**config.mk**
```make
export PLATFORM = sky130hd
export DESIGN_NAME = rx_fifo
export DESIGN_NICKNAME = d
export VERILOG_FILES = /design/src/rtl/uart_pkg.sv /design/src/rtl/rx_fifo_mem.sv /design/src/rtl/rx_fifo.sv
export SDC_FILE = /design/constraint.sdc
export NUM_CORES = 1
export LEC_CHECK = 0
export CAP_MARGIN = 20
export CORE_UTILIZATION = 43
export DETAILED_ROUTE_END_ITERATION = 8
export HOLD_SLACK_MARGIN = 0.06
export SETUP_SLACK_MARGIN = 0.15
export SLEW_MARGIN = 20
export SYNTH_ARGS = -nofsm -noshare
export SYNTH_HDL_FRONTEND = slang
export SYNTH_SLANG_ARGS = --single-unit
```
**constraint.sdc**
```tcl
create_clock -name clk -period 2.5 [get_ports clk]
set_input_delay 0.625 -clock clk [delete_from_list [all_inputs] [get_ports clk]]
set_output_delay 0.625 -clock clk [all_outputs]
set_load 0.03 [all_outputs]
```
**src/rtl/uart_pkg.sv**
```systemverilog
// uart_pkg: parameters shared by the UART path (tx_uart, rx_uart, rx_fifo).
//   BW         - UART frame parameter; the data byte is BW-1 bits wide.
//   DATA_W     - payload width carried through the FIFO.
//   DEPTH_LOG2 - default log2 of the receive FIFO entry count.
package uart_pkg;
   localparam int BW         = 9;
   localparam int DATA_W     = BW - 1;
   localparam int DEPTH_LOG2 = 4;
endpackage

```
**src/rtl/rx_fifo_mem.sv**
```systemverilog
// rx_fifo_mem: storage array for rx_fifo, 2**DEPTH_LOG2 x DATA_W.
// Synchronous write, asynchronous read, so it maps onto distributed RAM.
// The contents are deliberately not reset.
// Ports:
//   clk   - system clock
//   we    - write enable
//   waddr - write address
//   wdata - write data
//   raddr - read address
//   rdata - read data, combinational from the array
module rx_fifo_mem
   import uart_pkg::*;
#(
   parameter int DW  = DATA_W,
   parameter int AW  = DEPTH_LOG2
) (
   input  logic          clk,
   input  logic          we,
   input  logic [AW-1:0] waddr,
   input  logic [DW-1:0] wdata,
   input  logic [AW-1:0] raddr,
   output logic [DW-1:0] rdata
);

   logic [DW-1:0] mem [2**AW];

   // Write port.
   always_ff @(posedge clk) begin
      if (we) begin
         mem[waddr] <= wdata;
      end
   end

   assign rdata = mem[raddr];

endmodule

```
**src/rtl/rx_fifo.sv**
```systemverilog
// rx_fifo: first-word fall-through receive buffer between rx_uart and a
// byte consumer. rx_uart cannot be stalled, so a write into a full FIFO
// with no pop in the same cycle is dropped and reported on o_overrun.
// Optional build macro: RX_FIFO_STICKY_OVERRUN_EN - when defined,
// o_overrun stays high from a dropped write until the next pop; otherwise
// it is a one-cycle pulse in the cycle after the drop.
// Ports:
//   clk        - system clock, rising edge
//   i_reset    - asynchronous active-high reset
//   i_wr_valid - one-cycle strobe, byte received
//   i_wr_data  - received byte
//   o_rd_valid - head entry available
//   o_rd_data  - head entry (meaningful while o_rd_valid)
//   i_rd_ready - consumer accepts the head entry
//   o_count    - occupancy 0..DEPTH
//   o_full     - occupancy == DEPTH
//   o_empty    - occupancy == 0
//   o_overrun  - a write was dropped
module rx_fifo
   import uart_pkg::*;
#(
   parameter int BW_P         = BW,
   parameter int DEPTH_LOG2_P = DEPTH_LOG2
) (
   input  logic                    clk,
   input  logic                    i_reset,
   input  logic                    i_wr_valid,
   input  logic [BW_P-2:0]         i_wr_data,
   output logic                    o_rd_valid,
   output logic [BW_P-2:0]         o_rd_data,
   input  logic                    i_rd_ready,
   output logic [DEPTH_LOG2_P:0]   o_count,
   output logic                    o_full,
   output logic                    o_empty,
   output logic                    o_overrun
);

   localparam int DW = BW_P - 1;
   localparam int AW = DEPTH_LOG2_P;
   localparam int PW = DEPTH_LOG2_P + 1;

   // Pointers carry one extra MSB so that full and empty are distinguishable.
   logic [PW-1:0] wr_ptr;
   logic [PW-1:0] rd_ptr;
   logic [PW-1:0] wr_ptr_nxt;
   logic [PW-1:0] rd_ptr_nxt;
   logic [PW-1:0] count_nxt;
   logic          push;
   logic          pop;
   logic          drop;
   logic          full_nxt;
   logic          empty_nxt;
   logic          overrun_nxt;

   rx_fifo_mem #(
      .DW (DW),
      .AW (AW)
   ) u_mem (
      .clk   (clk),
      .we    (push),
      .waddr (wr_ptr[AW-1:0]),
      .wdata (i_wr_data),
      .raddr (rd_ptr[AW-1:0]),
      .rdata (o_rd_data)
   );

   // Handshake decode, next pointers, next occupancy and next flags.
   always_comb begin
      pop         = o_rd_valid & i_rd_ready;
      // A pop in the same cycle frees a slot, so a full FIFO still accepts.
      push        = i_wr_valid & (~o_full | pop);
      drop        = i_wr_valid & o_full & ~pop;
      wr_ptr_nxt  = wr_ptr;
      rd_ptr_nxt  = rd_ptr;
      count_nxt   = o_count;
      if (push) begin
         wr_ptr_nxt = wr_ptr + PW'(1);
      end else begin
         wr_ptr_nxt = wr_ptr;
      end
      if (pop) begin
         rd_ptr_nxt = rd_ptr + PW'(1);
      end else begin
         rd_ptr_nxt = rd_ptr;
      end
      case ({push, pop})
         2'b10:   count_nxt = o_count + PW'(1);
         2'b01:   count_nxt = o_count - PW'(1);
         default: count_nxt = o_count;
      endcase
      empty_nxt = (wr_ptr_nxt == rd_ptr_nxt);
      full_nxt  = (wr_ptr_nxt[AW-1:0] == rd_ptr_nxt[AW-1:0]) &&
                  (wr_ptr_nxt[AW] != rd_ptr_nxt[AW]);
`ifdef RX_FIFO_STICKY_OVERRUN_EN
      // Drop and pop are mutually exclusive, so the order here is safe.
      if (drop) begin
         overrun_nxt = 1'b1;
      end else if (pop) begin
         overrun_nxt = 1'b0;
      end else begin
         overrun_nxt = o_overrun;
      end
`else
      overrun_nxt = drop;
`endif
   end

   // State and registered status outputs.
   always_ff @(posedge clk or posedge i_reset) begin
      if (i_reset) begin
         wr_ptr     <= {PW{1'b0}};
         rd_ptr     <= {PW{1'b0}};
         o_count    <= {PW{1'b0}};
         o_empty    <= 1'b1;
         o_full     <= 1'b0;
         o_rd_valid <= 1'b0;
         o_overrun  <= 1'b0;
      end else begin
         wr_ptr     <= wr_ptr_nxt;
         rd_ptr     <= rd_ptr_nxt;
         o_count    <= count_nxt;
         o_empty    <= empty_nxt;
         o_full     <= full_nxt;
         o_rd_valid <= ~empty_nxt;
         o_overrun  <= overrun_nxt;
      end
   end

endmodule

```
[Yosys cells after proc, flatten, opt, wreduce, memory -nomap -nowiden]
Memories as Yosys holds them, arrays and structs flattened.
Index checks and enable logic that the tools add are counted.
Word-level totals
  memories: 1
  memory bits (writable): 128
  bits in latches: 0
  bits of input ports: 12
  output and inout bits: 17
  register bits: 19
  memory bits (read-only): 0
  logic and storage cells: 32
Cells by class
  multiply operators: 0
  multiplexer cells: 5
  reduce and logical (&&, ||, !) cells: 2
  bitwise logic cells: 8
  add/subtract/negate cells: 4
  divide/modulo/power cells: 0
  shift operators: 0
  $lt $le $gt $ge: 0
  eq/ne operators: 5
Memory list
  u_mem.mem: depth 16, width 8, read ports 1, clocked after Yosys merged registers in 0, wr ports 1, RTL line rx_fifo_mem.sv:25  | logic [DW-1:0] mem [2**AW];
Operator list (number)
  adder 5 x 1 -> 5 bit, second input constant: 3
  2-to-1 mux 5 bit: 2
  case mux 5 bit (2 select lines): 1
  equality test 5 bit: 1
  subtractor 5 x 1 -> 5 bit, second input constant: 1
  AND 1 bit: 4
  equality test 4 bit: 1
  NOT 1 bit: 3
  equality test 2 x 1 -> 1 bit, second input constant: 1
  equality test 2 bit, second input constant: 1
  2-to-1 mux 1 bit: 2
  nonzero test 2 bit: 1
  logical AND 1 bit: 1
  inequality test 1 bit: 1
  OR 1 bit: 1

[Depth between registers and ports, before layout]
Gate-level depths: netlist of the first run.
  depth after elaboration: 6
  gate-level depth with buffers: 12
  depth with buffers taken out: 11

[Cells and area by module]
A second synthesis of the first run with hierarchy kept.
Second synthesis, totals
  cell total of the unflattened synthesis: 316
  area, all modules: 6022.0 µm²
Modules (own cells, without submodules)
  rx_fifo_mem: instances 1, seq. area each 3843.7 µm², cells an instance 221, area each 4987.3 µm²
  rx_fifo: instances 1, seq. area each 476.7 µm², cells an instance 95, area each 1034.7 µm²

[Worst setup path before layout of the first run]
Ideal clock, no wire load.
  kind: in2reg
  start point: input i_rd_ready
  end point: register o_count[4]
  arrival time: 2.605 ns
  stages on the path: 12
  setup slack: -0.185 ns
  buffers on the path: 1
  data required time: 2.420 ns
  cell sequence: a21bo_1 and2_2 inv_1 ha_1 clkbuf_1 xor2_1 ha_1 or3b_1 a21oi_1 o21bai_1 a21oi_1 xor2_1
On the way
  longest elaborated chain between the ends: 5
  elaborated cells between the ends (all ways): 7
RTL lines
  from (decl): RTL line rx_fifo.sv:31  | input logic i_rd_ready,
  AND 1 bit *: RTL line rx_fifo.sv:69  | pop = o_rd_valid & i_rd_ready;
  OR 1 bit: RTL line rx_fifo.sv:71  | push = i_wr_valid & (~o_full | pop);
  AND 1 bit: RTL line rx_fifo.sv:71
  equality test 2 x 1 -> 1 bit / equality test 2 bit (equally long branches): RTL line rx_fifo.sv:86  | case ({push, pop})
  case mux 5 bit (2 select lines) / nonzero test 2 bit (equally long branches)
  to (signal assigned): RTL line rx_fifo.sv:113  | o_count <= {PW{1'b0}};
  to (signal assigned): RTL line rx_fifo.sv:121  | o_count <= count_nxt;
  to (decl): RTL line rx_fifo.sv:32  | output logic [DEPTH_LOG2_P:0] o_count,
Mark *: on every way between the ends. The rest lies on a longest branch, timed or not.
A chain may end at the register's enable or synchronous reset.

[Worst setup path after layout of the first run]
  start point: register rd_ptr[0]
  end point: output o_rd_data[1]
On the way
  longest elaborated chain between the ends: 1
RTL lines
  from (decl): RTL line rx_fifo.sv:44  | logic [PW-1:0] rd_ptr;
  from (signal assigned): RTL line rx_fifo.sv:112  | rd_ptr <= {PW{1'b0}};
  from (signal assigned): RTL line rx_fifo.sv:120  | rd_ptr <= rd_ptr_nxt;
  memory read (16 x 8 bit)
  to (decl): RTL line rx_fifo.sv:30  | output logic [BW_P-2:0] o_rd_data,
No other way between the ends.

==> flow_results.org, run 1 <==
** Drt
- Detailed-route wire length per cell :: a little over 20 um
- The pre-antenna-repair detailed-routing pass consisted of 5 iterations.
- The detailed router placed around 3300 vias in this run.
- Summed over all layers, the routed wires come to between 10 and 15 mm.
- Met2 WL post-DR :: about 6.2 mm
- The detailed router finished its first iteration with about 280 violations.
- Vias per Instance :: around 5.4
- Detailed routing placed a total of 634 um of wire on met3.
- Residual antenna-violating net count after detailed routing :: 0
- Final routed DRC violation total :: 0
- After detailed routing, no signal wire sits above met4.
- Routed metal-1 wirelength :: 5.70 mm

** Finish
- Final net count :: 450
- In the final layout, flip-flops and latches occupy 4320 um^2.
- The multi-input combinational cells in the finished layout cover a total of 1790 um^2.
- Most common cell after layout, fill and taps aside :: edfxtp_1
- Fraction of final layout cells with drive strength greater than 1 :: 0.364
- Number of fill cells :: around 1100
- Area growth from synthesis to final layout :: 26.8%
- In the layout the commonest cells are edfxtp_1 (128), buf_4 (50), mux4_2 (32), clkdlybuf4s50_1 (18), clkbuf_16 (17).
- The number of antenna diodes in the final layout is 0.
- For this run, the share of the core covered by cells in the final layout is 0.561.

** Timing
- Of the available clock period, the critical path in the final layout requires 1.15.
- The smallest clock period supported by the final layout is computed as 2.87 ns.
- The number of hold violations in the final report was 0.
- Setup slack on the critical path of the routed design comes to -0.367 ns.
- In this run the tightest slew margin relative to its limit is 0.565.
- The clock arrives with just under 0.008 ns of skew.
- For this run, the top clock speed supported by timing is 349 MHz.
- Unrepaired setup endpoints after global routing :: true
- Hold Slack :: around 0.39 ns
- Setup-failing EPs final :: 8
- Actual transition at the worst max-transition pin :: approximately 0.65 ns
- The final count of pins violating max slew is 0.
- After routing, the total negative slack on setup checks comes to -2.73 ns.

** CTS
- In this run, CTS created clock tree buffers numbering 17.
- Largest buffer count on any clock path :: 2
- Clock root buffer :: clkbuf_16
- Sink Count :: 147
- Clock transition at the register clock pins on the worst setup and hold paths after CTS :: about 0.060 ns
- TritonCTS built the clock tree.
- The H-tree generated during clock tree synthesis spans 4 levels.
- Clock insertion delay at the later pin of the skew report :: around 0.42 ns
- Buffers inserted to repair hold after CTS numbered 0.

** Worst setup path
- The worst register-to-register path has a setup slack of 0.26 ns.
- Critical path buffers and inverters :: 3
- Critical Setup Path Class :: register to output pin
- STA classifies the critical path endpoint as an output pin.
- Arrival time reported for the critical path endpoint :: 2.24 ns
- Critical path's largest stage delay :: about 0.53 ns
- Along the worst path, the maximum fanout reaches 6.
- The signal on the critical path passes through buf_12 > mux4_2 > nor2b_1 > a211oi_2 > buf_4 > a21oi_2 > buf_2.
- For this design, the slowest cell found on the critical path is mux4_2.
- STA classifies the critical path startpoint as a register.
- Cell type group with the largest total delay on the critical path :: multiplexers
- Endpoint required time on the critical path :: approximately 1.9 ns

** Floorplan
- In this run the horizontal extent of the chip is roughly 120 um.
- The die covers 14800 um^2.
- Measured along the y axis, the die boundary spans between 100 and 150 um.
- Standard-cell rows :: 43
- The core region is ~14000 um^2.
- The initial utilization of the core area, before any placement, comes to 0.442.
- Top-level port count :: 29

** Global routing
- Via count of the first global-routing pass :: approximately 3400
- All-Layer GR Usage :: 0.192
- The total overflow left after global routing is 0.
- The first global-routing pass estimated just under 20 mm of wire.
- The initial antenna violation count is 0.
- Largest net degree at the start of global routing :: 33

** Power and ir drop
- Leakage :: roughly 2.8 nW
- Worst VDD drop :: approximately 0.52 mV
- In this run the power density over the cells is between 1000 and 1500 nW/um^2.

** Logic synthesis
- Of the total synthesized cell area, the portion taken by full adders, half adders and majority gates is 0.0163.
- Number of storage elements in the synthesis netlist :: 147
- Of the synthesized area, sequential elements account for 0.704.
- In this run the cell area of the synthesized design comes to around 6100 um^2.
- After synthesis, the largest family of logic cells by area is multiplexers.
- Compound-cell area share of the yosys netlist :: 0.0518
- Xor and xnor fraction of the mapped netlist area :: 0.0185
- Counting every net in the synthesized netlist gives around 360.
- Number of enable flip-flop cells after synthesis :: 128
- Number of distinct library cell variants in the gate-level netlist after synthesis :: between 50 and 60
- After synthesis, the share of flip-flops with an asynchronous set or reset is 0.129.
- Synth Area in Simple Gates :: 0.0575
- Average footprint of a synthesized cell :: between 15 and 20 um^2
- Post-synth top flop :: edfxtp_1
- Synthesis handed over a netlist of roughly 340 instances.
- Post-synthesis mux area share :: 0.132
- Yosys printed 0 warnings.

** Place
- Detailed placement ended at an HPWL of slightly above 8 mm.
- OpenSTA, run right after detailed placement, puts the worst setup slack at -0.442 ns.
- At the end of routability-driven placement, the weighted congestion stood at 0.789.
- Count of port buffers added during placement :: 28

** Job
- Max-cap violations in this run came to 0.

** Hold path
- Path class of the lowest-slack min-delay path :: primary input to async pin

** Status
- The final reports fail on setup timing.
- The run finished, with violations left.
cell type report:
| class | count | area share |
|---|---|---|
| Multi-Input combinational cell | 170 | 0.230 |
| Clock inverter | 10 | 0.0236 |
| Sequential cell | 147 | 0.555 |
| Tap cell | 180 | 0.0289 |
| Inverter | 9 | 0.00434 |
| Timing Repair Buffer | 85 | 0.102 |
| Clock buffer | 19 | 0.0556 |
worst paths after layout:
path,end,start,depth (start not counted)
worst max register to register,o_count[4]$_DFFE_PP0P_,o_full$_DFF_PP0_,11
worst min-delay path,o_count[2]$_DFFE_PP0P_,i_reset,2
max in group asynchronous,o_empty$_DFF_PP1_,i_reset,3
worst max-delay path,o_rd_data[1],rd_ptr[0]$_DFF_PP0_,7
min in group clk,o_count[4]$_DFFE_PP0P_,o_count[4]$_DFFE_PP0P_,1
worst min register to register,o_count[4]$_DFFE_PP0P_,o_count[4]$_DFFE_PP0P_,1
Yosys cell counts, types with 2 or more instances:
library cell,count,area share
o21bai_1,2,0.0024
nand2_1,12,0.0073
or3_1,2,0.0020
nand4_1,2,0.0020
clkbuf_1,5,0.0031
or2_2,2,0.0020
xor2_1,8,0.011
mux2i_1,8,0.013
mux4_2,32,0.12
xnor2_1,5,0.0071
nand2b_1,5,0.0051
buf_4,3,0.0037
ha_1,8,0.016
nor2_1,12,0.0073
edfxtp_1,128,0.63
a21oi_1,13,0.011
inv_1,8,0.0049
and3_1,2,0.0020
o21ai_0,2,0.0016
o211ai_1,3,0.0037
dfrtp_1,18,0.073
nand3_1,4,0.0033
a211o_1,2,0.0029
o211a_1,2,0.0033
buf_1,2,0.0012
nor3_1,6,0.0049
a211oi_1,9,0.011
nand3b_1,2,0.0024
nor2b_1,9,0.0092
buf_2,6,0.0049
worst reg2reg max path, stage by stage, from the launching register on:
cell	delay, ns
dfrtp_2	0.40
a21bo_1	0.20
and2_4	0.15
inv_2	0.05
ha_4	0.15
xor2_1	0.15
ha_2	0.18
or3b_1	0.36
a21oi_2	0.12
o21bai_1	0.07
a21oi_1	0.17
xor2_1	0.16
sequential cells by signal, indices dropped and copies added (netlist names):
name        count
o_full          1
o_empty         1
rd_ptr          5
o_count         5
wr_ptr          5
o_overrun       1
o_rd_valid      1
u_mem.mem     128
per-layer routing:
metal / GRT usage / vias to the layer above
met5: 0 / -
met4: 0.0733 / 0
met3: 0.0465 / 17
met2: 0.299 / 73
met1: 0.261 / 1707
li1: - / 1530
through the flow:
stage               area, um^2  total power, mW  cells
global route              7790             10.2    620
global placement          7040             6.93    587
CTS                       7770             9.87    619
finish                    7790             9.80    620
detailed placement        7040             6.97    587
floorplan                 6200             5.61    343
repair_timing:
action / CTS / global route
buffers inserted: 2 / 1
setup endpoints to repair: 9 / 9
gates cloned: 1 / 0
pin swaps: 11 / 2
gates resized for setup: 64 / 2
power breakdown:
part	internal, mW	total, mW	switching (mW)
clock network	1.75	2.68	0.928
logic	1.95	3.83	1.88
registers	3.02	3.29	0.269
total	6.71	9.80	3.08
cells by family after synthesis:
kind of cell | after synthesis
AOI/OAI and AO/OA | 43
and+or+nand+nor | 65
adders and majority gates | 8
xor gates and xnor gates | 13
muxes | 41
DFF | 147
buffers and inverters | 26
No activity file was read; power rests on OpenSTA's default activity.
==> run 2, diff against run 1 <==
--- a/config.mk
+++ b/config.mk
@@ -6,9 +6,10 @@
 export NUM_CORES = 1
 export LEC_CHECK = 0
 export CAP_MARGIN = 20
-export CORE_UTILIZATION = 43
+export CORE_UTILIZATION = 54
 export DETAILED_ROUTE_END_ITERATION = 8
 export HOLD_SLACK_MARGIN = 0.06
+export PLACE_DENSITY = 0.75
 export SETUP_SLACK_MARGIN = 0.15
 export SLEW_MARGIN = 20
 export SYNTH_ARGS = -nofsm -noshare
==> run 2 against run 1 <==
- the run still ends with setup timing left
- setup slack improved by 0.057 ns
- worst hold slack improved by 0.082 ns
- clock skew decreased by 0.00057 ns
- die area decreased by 20%
- critical path type unchanged
- via count increased by 0.87%
- largest cell class unchanged
- critical path depth unchanged
==> flow_results.org, run 2 (synthesis gave the netlist of run 1 again) <==
** Timing
- Unrepaired setup endpoints after global routing :: true
- The final count of pins violating max slew came to 0.
- Max-slew headroom :: 0.585
- Across all setup checks in the final design, the least slack found is -0.310 ns.
- Derived from the worst setup path, the maximum achievable clock frequency is around 360 MHz.
- Actual transition at the worst max-transition pin :: between 0.6 and 0.7 ns
- Final period utilization :: 1.12
- Setup violations remaining at the end of the flow were counted as 8.
- Worst setup skew after layout :: 0.00739 ns
- Final period demand of the worst path :: approximately 2.8 ns
- The number of hold violations in the final report is 0.

** CTS
- The clock tree synthesis step divided the H-tree into 4 levels.
- Clock root buffer :: clkbuf_16
- No sink is reached through more buffers than the 2 on the longest clock path.
- Clock insertion delay at the later pin of the skew report :: approximately 0.41 ns
- TritonCTS built the clock tree.
- Clock transition at the register clock pins on the worst setup and hold paths after CTS :: 0.06 ns
- Sink Count :: around 150
- Number of hold-repair buffers added at the cts stage :: 0
- Counting the buffers created by CTS gives 17.

** Worst setup path
- Destination of the worst register-to-register timing path :: o_count[4]$_DFFE_PP0P_
- Startpoint type of the worst setup path :: register
- Data on the critical path arrives at its endpoint at between 2 and 2.5 ns.
- Largest fanout on the critical path :: 5
- Counting cells, the worst reg-to-reg path comes to 11.
- The worst register-to-register path has a setup slack of 0.19 ns.
- STA classifies the critical path endpoint as an output pin.
- Critical Setup Path Class :: register to output pin
- Launch instance of the worst register-to-register path :: o_full$_DFF_PP0_
- At the worst endpoint, the required time is between 1.5 and 2 ns.

** Power and ir drop
- Worst VDD drop :: approximately 1.0 mV
- In this run the static leakage power is around 2.8 nW.
- Areal power density over the cells :: between 1000 and 1500 nW/um^2

** Place
- Prior to clock tree synthesis, the placed netlist has a worst setup slack of -0.453 ns.
- Routability-driven placement finished with a final weighted congestion of between 0.8 and 0.9.
- HPWL after detailed placement :: 7.72 mm
- Count of port buffers added during placement :: 28

** Floorplan
- Standard-cell rows :: 38
- The region available for standard cell placement spans approximately 11000 um^2.
- The initial utilization of the core area, before any placement, comes to 0.559.
- The floorplan step set the die width to 109 um.
- Top-level port count :: 29
- Die H :: roughly 110 um
- Full die area :: ~12000 um^2

** Finish
- Flip-flop count of the largest register after layout :: 128
- Storage cell area :: 4320 um^2
- The library cells used most frequently in the layout, excluding fill and tap cells, are edfxtp_1 (128), buf_4 (44), mux4_2 (32), clkdlybuf4s50_1 (18), clkbuf_16 (17).
- Register with the most flip-flops :: u_mem.mem
- Area growth from synthesis to final layout :: 26.7%
- Final net count :: ~450
- The repair_antennas step left the layout with diodes totalling 0.
- The library cell used most frequently in the layout, excluding fill and tap cells, is edfxtp_1.
- Of the cells placed in the final design, the portion with a size suffix greater than 1 is 0.379.
- Final core area utilization :: 0.708
- Area occupied by multi-input gates :: about 1800 um^2
- Number of fill cells :: about 690

** Status
- The checks that failed: setup timing.
- The flow ran to the end, but the final reports show violations.

** Drt
- Final routed DRC violation total :: 0
- For this run, the detailed router's first-pass iteration total came to 4.
- Vias :: 3356
- The final layout contains routed wiring with a total length of roughly 12 mm.
- In the final routed layout, each cell accounts on average for approximately 21 um.
- Using the TritonRoute via totals, the vias-per-cell ratio works out to approximately 5.8.
- Residual antenna-violating net count after detailed routing :: 0
- Number of violations reported at the end of detailed-routing iteration 0 :: 200

** Global routing
- Entering global routing, the biggest net connects 27 pins.
- The number of global-route vias before repair is 3565.
- Antenna violations before repair :: 0
- GRT overflow :: 0
- The first global-routing pass estimated 19.5 mm of wire.
- Across every metal layer, demand over resource in global routing totals 0.238.

** Hold path
- Path class of the lowest-slack min-delay path :: register to register
- For hold timing, the worst endpoint is o_count[4]$_DFFE_PP0P_.
- Min-Delay Path Depth :: 1
- Startpoint of the lowest-slack hold path :: o_count[4]$_DFFE_PP0P_

** Job
- Maxcap violations :: 0
-- run 2: per-layer routing --
layer	routed length, um	GRT usage	up-vias
li1	-	-	1529
met1	5000	0.289	1734
met2	6670	0.412	84
met3	515	0.0538	9
met4	133	0.100	0
met5	0	0	-
-- run 2: how the worst max path moves through the flow --
stage / startpoint / end / slack [ns]
final: rd_ptr[0]$_DFF_PP0_ / o_rd_data[0] / -0.31
after global routing: rd_ptr[0]$_DFF_PP0_ / o_rd_data[7] / -0.39
after global placement: i_rd_ready / o_count[4]$_DFFE_PP0P_ / -0.36
after CTS: rd_ptr[0]$_DFF_PP0_ / o_rd_data[5] / -0.33
after floorplan: i_rd_ready / o_count[4]$_DFFE_PP0P_ / -0.03
after detailed placement: i_rd_ready / o_count[4]$_DFFE_PP0P_ / -0.45
-- run 2: layout make-up --
class                   count  area share
clock inverters            15      0.0243
well taps                 140      0.0225
flip-flops and latches    147       0.556
repair buffers             80       0.100
multi-input cells         170       0.238
inverters                   9     0.00466
clock buffers              17      0.0547
-- run 2: worst max-delay path, stage by stage (launching register included) --
cell,delay (ns)
dfrtp_2,0.45
buf_12,0.15
mux4_2,0.48
nor2b_1,0.15
a211oi_2,0.21
buf_4,0.15
a21oi_2,0.04
buf_6,0.14
-- run 2: repair_timing --
| action | 4_1_cts | 5_1_grt |
|---|---|---|
| cloned | 1 | 0 |
| buffers inserted | 1 | 3 |
| endpoints found under the setup margin | 9 | 9 |
| pin swaps | 13 | 8 |
| resized for setup | 77 | 8 |
-- run 2: stage by stage --
stage	setup TNS [ns]	hold slack [ns]	area [um^2]	power [mW]	std cells
after global routing	-2.86	0.508	7780	10.4	578
after CTS	-2.42	0.481	7720	9.91	575
after floorplan	-0.0349	0.478	6200	5.61	343
final	-2.17	0.475	7780	9.91	578
after global placement	-2.98	0.477	6960	6.82	541
after detailed placement	-3.52	0.472	6960	6.91	541
-- run 2: report_power, final --
part / internal (mW) / leakage, nW / switching, mW
sequential: 3.02 / 1.38 / 0.261
clock: 1.66 / 0.288 / 0.971
combinational: 2.02 / 1.09 / 1.98
==> run 3, diff against run 2 <==
--- a/config.mk
+++ b/config.mk
@@ -5,11 +5,13 @@
 export SDC_FILE = /design/constraint.sdc
 export NUM_CORES = 1
 export LEC_CHECK = 0
+export ABC_CLOCK_PERIOD_IN_PS = 2500
 export CAP_MARGIN = 20
 export CORE_UTILIZATION = 54
 export DETAILED_ROUTE_END_ITERATION = 8
+export DONT_BUFFER_PORTS = 1
 export HOLD_SLACK_MARGIN = 0.06
-export PLACE_DENSITY = 0.75
+export PLACE_DENSITY = 0.72
 export SETUP_SLACK_MARGIN = 0.15
 export SLEW_MARGIN = 20
 export SYNTH_ARGS = -nofsm -noshare
==> run 3 against run 2 <==
- the run still ends with setup timing left
- sequential share of layout area grew 2.5 points
- design area shrank 4.2%
- worst hold slack lost 0.25 ns
- cell count shrank 6.6%
- global-route usage shrank 0.44 points
==> flow_results.org, run 3 (synthesis gave the netlist of run 1 again) <==
** Status
- The run finished, with violations left.
- The checks that failed: setup timing.

** Place
- Count of port buffers added during placement :: 0
- Detailed placement ended at an HPWL of 7.64 mm.
- Gp weighted congestion :: roughly 0.81

** CTS
- TritonCTS built the clock tree.
- Sink Count :: 147
- Clock transition at the register clock pins on the worst setup and hold paths after CTS :: roughly 0.060 ns
- For this design, the CTS-stage hold fixing added 0 buffers.
- Clock buffers created by TritonCTS :: 17
- Clock root buffer :: clkbuf_16
- Htree depth :: 4
- Largest buffer count on any clock path :: 2
- Clock latency on the worst-skew pair, taken at its later pin, is ~0.4 ns.

** Timing
- Final period demand of the worst path :: ~2.7 ns
- Actual transition at the worst max-transition pin :: ~0.75 ns
- Setup repair after global routing could not meet its margin everywhere.
- The number of hold violations in the final report is 0.
- The worst pin sits at a relative slew slack of 0.499.
- Final period utilization :: 1.09
- For the final routed database, the setup TNS stands at -1.63 ns.
- Setup violations remaining at the end of the flow were counted as 8.
- Worst setup skew after layout :: around 0.0047 ns
- The final count of pins violating max slew is 0.
- Final worst slack :: -0.226 ns
- Derived from the worst setup path, the maximum achievable clock frequency is roughly 370 MHz.

** Floorplan
- In this run the vertical extent of the chip is ~110 um.
- In this run the core area contains 38 standard-cell rows.
- For this design the top-level I/O count stands at 29.
- Die width :: approximately 110 um
- Full die area :: around 12000 um^2
- The region available for standard cell placement spans ~11000 um^2.
- For this configuration, the core starts out at a cell density of 0.559.

** Power and ir drop
- Internal power comes to roughly 6.3 mW.
- Worst VDD drop :: roughly 0.8 mV
- Total net switching power :: approximately 3.2 mW
- Share of total power in the clock network :: 0.276
- Of the total power, registers draw 0.361.
- Leakage :: around 2.6 nW
- Of the total power, the share spent switching nets is 0.335.
- Areal power density over the cells :: ~1300 nW/um^2
- Summing internal, switching and leakage power gives between 9 and 10 mW.
- Of the total power, combinational logic draws 0.362.

** Drt
- Summed over all layers, the routed wires come to between 10 and 15 mm.
- The detail route stage leaves a number of antenna-violating nets equal to 0.
- Dividing the detail-routed via count by the number of cells gives ~6.0.
- The routed layout has roughly 3200 vias.
- For this run, the detailed router's first-pass iteration total came to 4.
- For this block, the initial DRC count from the detailed router was 237.
- For this run, design rule violations remaining after detail routing come to 0.
- Detailed-route wire length per cell :: about 22 um

** Finish
- Leaving out fill and tap cells, the most frequent cells in the layout are edfxtp_1 (128), buf_4 (34), mux4_2 (32), clkbuf_16 (17), dfrtp_1 (14).
- Counting flops per register, the top entry is u_mem.mem.
- Summing all multi-input logic gate instances after layout gives ~1900 um^2.
- Measured on the finished design, the core utilization comes to 0.679.
- In the final layout, the share of cells above drive strength 1 is 0.368.
- 0 antenna diodes ended up in the layout.
- The layout has slightly below 700 filler cells.
- Flip-flop count of the largest register after layout :: 128
- Leaving out fill and tap cells, the most frequent cell in the layout is edfxtp_1.
- Final net count :: 407
- Area growth from synthesis to final layout :: 21.4%
- Storage cell area :: 4330 um^2

** Global routing
- First-pass GRT wire length :: roughly 19 mm
- GRT overflow :: 0
- Antenna violations before repair :: 0
- All-Layer GR Usage :: 0.234
- Entering global routing, the biggest net connects 33 pins.
- Via count of the first global-routing pass :: between 3000 and 4000

** Worst setup path
- For the worst setup path, the data required time is 1.88 ns.
- STA classifies the critical path startpoint as a register.
- Of all nets on the critical path, the largest fanout is 7.
- Kind of end point of the critical path :: output pin
- By startpoint and endpoint, the worst setup path is classified as register to output pin.
- Arrival time reported for the critical path endpoint :: between 2 and 2.5 ns

** Job
- Maxcap violations :: 0

** Hold path
- In this run the worst hold path is classified as primary input to async pin.
==> run 3: final timing paths <==
| check | startpoint | end | slack [ns] | cells past startpoint |
|---|---|---|---|---|
| max | rd_ptr[0]$_DFF_PP0_ | o_rd_data[5] | -0.23 | 5 |
| min | i_reset | o_count[1]$_DFFE_PP0P_ | 0.23 | 1 |
| max reg2reg | o_full$_DFF_PP0_ | o_count[4]$_DFFE_PP0P_ | 0.21 | 11 |
| min reg2reg | wr_ptr[4]$_DFF_PP0_ | wr_ptr[4]$_DFF_PP0_ | 0.51 | 2 |
| max in group asynchronous | i_reset | o_full$_DFF_PP0_ | 1.74 | 1 |
| min in group clk | i_wr_data[0] | u_mem.mem[12][0]$_DFFE_PP_ | 0.30 | 0 |
==> run 3: final cells by class <==
| type | instances | share of cell area |
|---|---|---|
| clock buffer | 18 | 0.0576 |
| clock inverter | 14 | 0.0247 |
| inverter | 9 | 0.00487 |
| multi-input combinational | 170 | 0.255 |
| sequential | 147 | 0.580 |
| tap | 140 | 0.0235 |
| timing repair buffer | 42 | 0.0544 |
==> run 3: repair_timing <==
item | in CTS | in global routing
setup buffers | 3 | 3
pin swaps | 6 | 2
gates cloned | 1 | 0
endpoints found under the hold margin | 0 | 0
resized for setup | 28 | 4
endpoints found under the setup margin | 8 | 9
==> run 3: critical path, stage by stage (launching register included) <==
cell,delay [ns]
dfrtp_2,0.47
buf_12,0.17
buf_12,0.13
mux4_2,0.53
a211oi_4,0.28
a21oi_4,0.10
==> run 3: power by group through the flow <==
stage | combinational [mW] | clock, mW | sequential (mW)
floorplan | 2.30 | 0 | 3.31
finish | 3.45 | 2.63 | 3.44
global route | 3.71 | 2.76 | 3.48
CTS | 3.42 | 2.66 | 3.43
detailed placement | 2.94 | 0 | 3.45
global placement | 2.87 | 0 | 3.43
==> run 3: routing by layer <==
layer,global-route usage,vias to the layer above,wire (um)
li1,-,1444,-
met1,0.272,1674,4840
met2,0.404,87,6470
met3,0.0783,19,618
met5,0,-,0
met4,0.0849,0,218
==> run 3: through the flow <==
step / instance area [um^2] / worst slack (ns) / hold WS [ns] / cells
after global routing: 7450 / -0.312 / 0.276 / 540
after detailed placement: 6580 / 0.0319 / 0.502 / 501
after global placement: 6580 / 0.0993 / 0.490 / 501
final: 7450 / -0.226 / 0.228 / 540
after CTS: 7400 / -0.252 / 0.254 / 537
after floorplan: 6200 / -0.0349 / 0.478 / 343
==> RTL change: new RTL, flow settings as in run 3 <==
The option `RX_FIFO_STICKY_OVERRUN_EN` is turned on by a define.
--- a/src/rtl/rx_fifo.sv
+++ b/src/rtl/rx_fifo.sv
@@ -16,6 +16,8 @@
 //   o_full     - occupancy == DEPTH
 //   o_empty    - occupancy == 0
 //   o_overrun  - a write was dropped
+`define RX_FIFO_STICKY_OVERRUN_EN
+
 module rx_fifo
    import uart_pkg::*;
 #(
Formal check against the unedited RTL: no difference found for any inputs over 10 cycles, from zero or initial values and one cycle with i_reset high; that may be too few to reach the edited logic, so the function may still have changed.
==> RTL change against run 3 <==
- worst setup slack got worse by 120 ps
- clock power fell by 7%
- the flow still finishes with violations (negative setup slack)
- utilization fell by 1.3 points
- largest power group unchanged
- hold slack got worse by 2.9 ps
- area after synthesis barely moved
- wire length fell by 7.7%
- power fell by 1.2%
- cell count fell by 1.9%
- cell area fell by 1.8%
- sequential cell count did not move
- combinational power rose by 1%
==> RTL change: results (changes against run 3) <==
[yosys]
synthesis.nets = 351  ; was 363
ys_top_cells_by_count = edfxtp_1 (128), mux4_2 (32), dfrtp_1 (18), nor2_1 (15), xnor2_1 (13)  ; was edfxtp_1 (128), mux4_2 (32), dfrtp_1 (18), a21oi_1 (13)
synth.distinct_cells = 42  ; was 51
seq_area_frac_synth_pct = 70.3  ; was 70.4%
yosys-top-cells-area = edfxtp_1 (63%), mux4_2 (12%), dfrtp_1 (7.3%), xnor2_1 (1.9%), ha_1 (1.6%)  ; was edfxtp_1 (63%), mux4_2 (12%), dfrtp_1 (7.3%), ha_1 (1.6%), mux2i_1 (1.3%)
yosys_warnings = 0  ; unchanged

[routing]
drt_pass1_iterations = 5  ; was 4
drtIter0Drc = 139  ; was 237
vias_per_cell = 5.76  ; was 5.97
avgRoutedWirePerCell_um = 21.2  ; was 22.5 µm

[status]
status = complete, but fails checks  ; unchanged
violations = negative setup slack  ; unchanged

[timing]
setup_viol = 8  ; unchanged
finalWorstSetupSlack_ps = -350  ; was -226 ps
fin_worst_skew_ps = 11.1  ; was 4.70 ps
worst_pin_slew_ps = 823  ; was 751 ps

[global_route]
antenna_found_initial = 0  ; unchanged
grt_pass1_wl_um = 17300  ; was 19000 µm
first_global_vias = 3262  ; was 3424
grt.total_usage_pct = 21.1  ; was 23.4%
grt_max_degree = 28  ; was 33

[layout]
antennaDiodeCount = 0  ; unchanged
n_fill_cell = 715  ; was 694
drive_gt1_share_pct = 35.4  ; was 36.8%
num-nets-final = 397  ; was 407

[clocking]
numCtsBuffers = 17  ; unchanged

[pwr]
leakagePower_nw = 2.55  ; was 2.59 nW
ir_worst_vdd_uv = 866  ; was 809 µV

[worst_hold_path]
hold_class = primary input to asynchronous set/reset pin  ; unchanged

[worst_setup_path]
worstPathMaxFanout = 6  ; was 7
crit_path_max_incr_delay_ps = 490  ; was 530 ps
arrival_ps = 2220  ; was 2100 ps
r2r.worst_path.cells = 12  ; was 11

[placed_design]
dp_hpwl_um = 7060  ; was 7640 µm
gp_congestion = 0.755  ; was 0.815

[RTL change: changes by cell type after synthesis, moves of 3 or more]
cell,delta
buf_2,+3
xnor2_1,+8
o211ai_1,-3
a211oi_1,-3
buf_4,-3
buf_6,+3
nand3_1,-4
nor2_1,+3
[RTL change: worst paths after layout]
path | startpoint | endpoint | slack, ps
setup reg to reg | o_rd_valid | o_count[4] | 330
hold / removal | i_reset | o_count[1] | 230
setup / recovery | rd_ptr[0] | o_rd_data[0] | -350
min in group clk | i_wr_data[1] | u_mem.mem[4][1] | 300
max in group asynchronous | i_reset | rd_ptr[0] | 1750
hold reg to reg | wr_ptr[4] | wr_ptr[4] | 480
[RTL change: logic make-up (layout without fill, tap and decap cells)]
logic type                 Yosys count  count (layout)  share of synthesized area (%)
buffers and inverters               26              85                           2.55
DFF                                147             147                           70.3
muxes                               43              43                           13.5
AOI/OAI and AO/OA                   29              29                           3.30
and+or+nand+nor                     57              57                           5.15
adders and majority gates            8               8                           1.63
xor gates and xnor gates            21              21                           3.52
[RTL change: repair_timing]
| action | 4_1_cts | 5_1_grt |
|---|---|---|
| endpoints found under the hold margin | 0 | 0 |
| cloned | 1 | 0 |
| setup endpoints to repair | 8 | 8 |
| buffers inserted | 5 | 1 |
| pin swaps | 8 | 5 |
| resized for setup | 16 | 9 |
[RTL change: critical path, delay by kind of cell (launching register included)]
family / cells / cell delay [ps]
muxes: 1 / 490
buffers and inverters: 3 / 430
DFF: 1 / 390
AOI/OAI and AO/OA: 2 / 340
and+or+nand+nor: 1 / 140
[RTL change: layout make-up]
type	count	area (µm²)	share of cell area (%)
sequential	147	4320	59.1
multi-input combinational	158	1770	24.1
timing repair buffer	45	447	6.11
clock buffer	17	425	5.82
tap	140	175	2.39
clock inverter	15	146	2.00
inverter	8	33.8	0.462
[RTL change: per-stage QoR]
step	cells	instance area, µm²	setup WS (ps)	utilization, %	setup TNS [ps]
after global placement	491	6580	110	59.9	0
after global routing	530	7310	-400	66.6	-3040
after detailed placement	491	6580	85.4	59.9	0
after CTS	529	7270	-353	66.2	-2610
after floorplan	331	6200	136	-	0
final	530	7310	-350	66.6	-2500
[RTL change: routing by layer]
layer | part of all wire, % | vias up | track usage, %
li1 | - | 1386 | -
met1 | 41 | 1571 | 25.8
met2 | 53 | 81 | 36.2
met3 | 4.7 | 16 | 5.26
met4 | 1.4 | 0 | 8.01
met5 | 0 | - | 0
[RTL change: power breakdown]
part | total [W] | internal, W | switching [W]
registers | 0.00346 | 0.00304 | 0.000419
clock network | 0.00244 | 0.00139 | 0.00105
logic | 0.00350 | 0.00177 | 0.00173
total | 0.00940 | 0.00620 | 0.00320
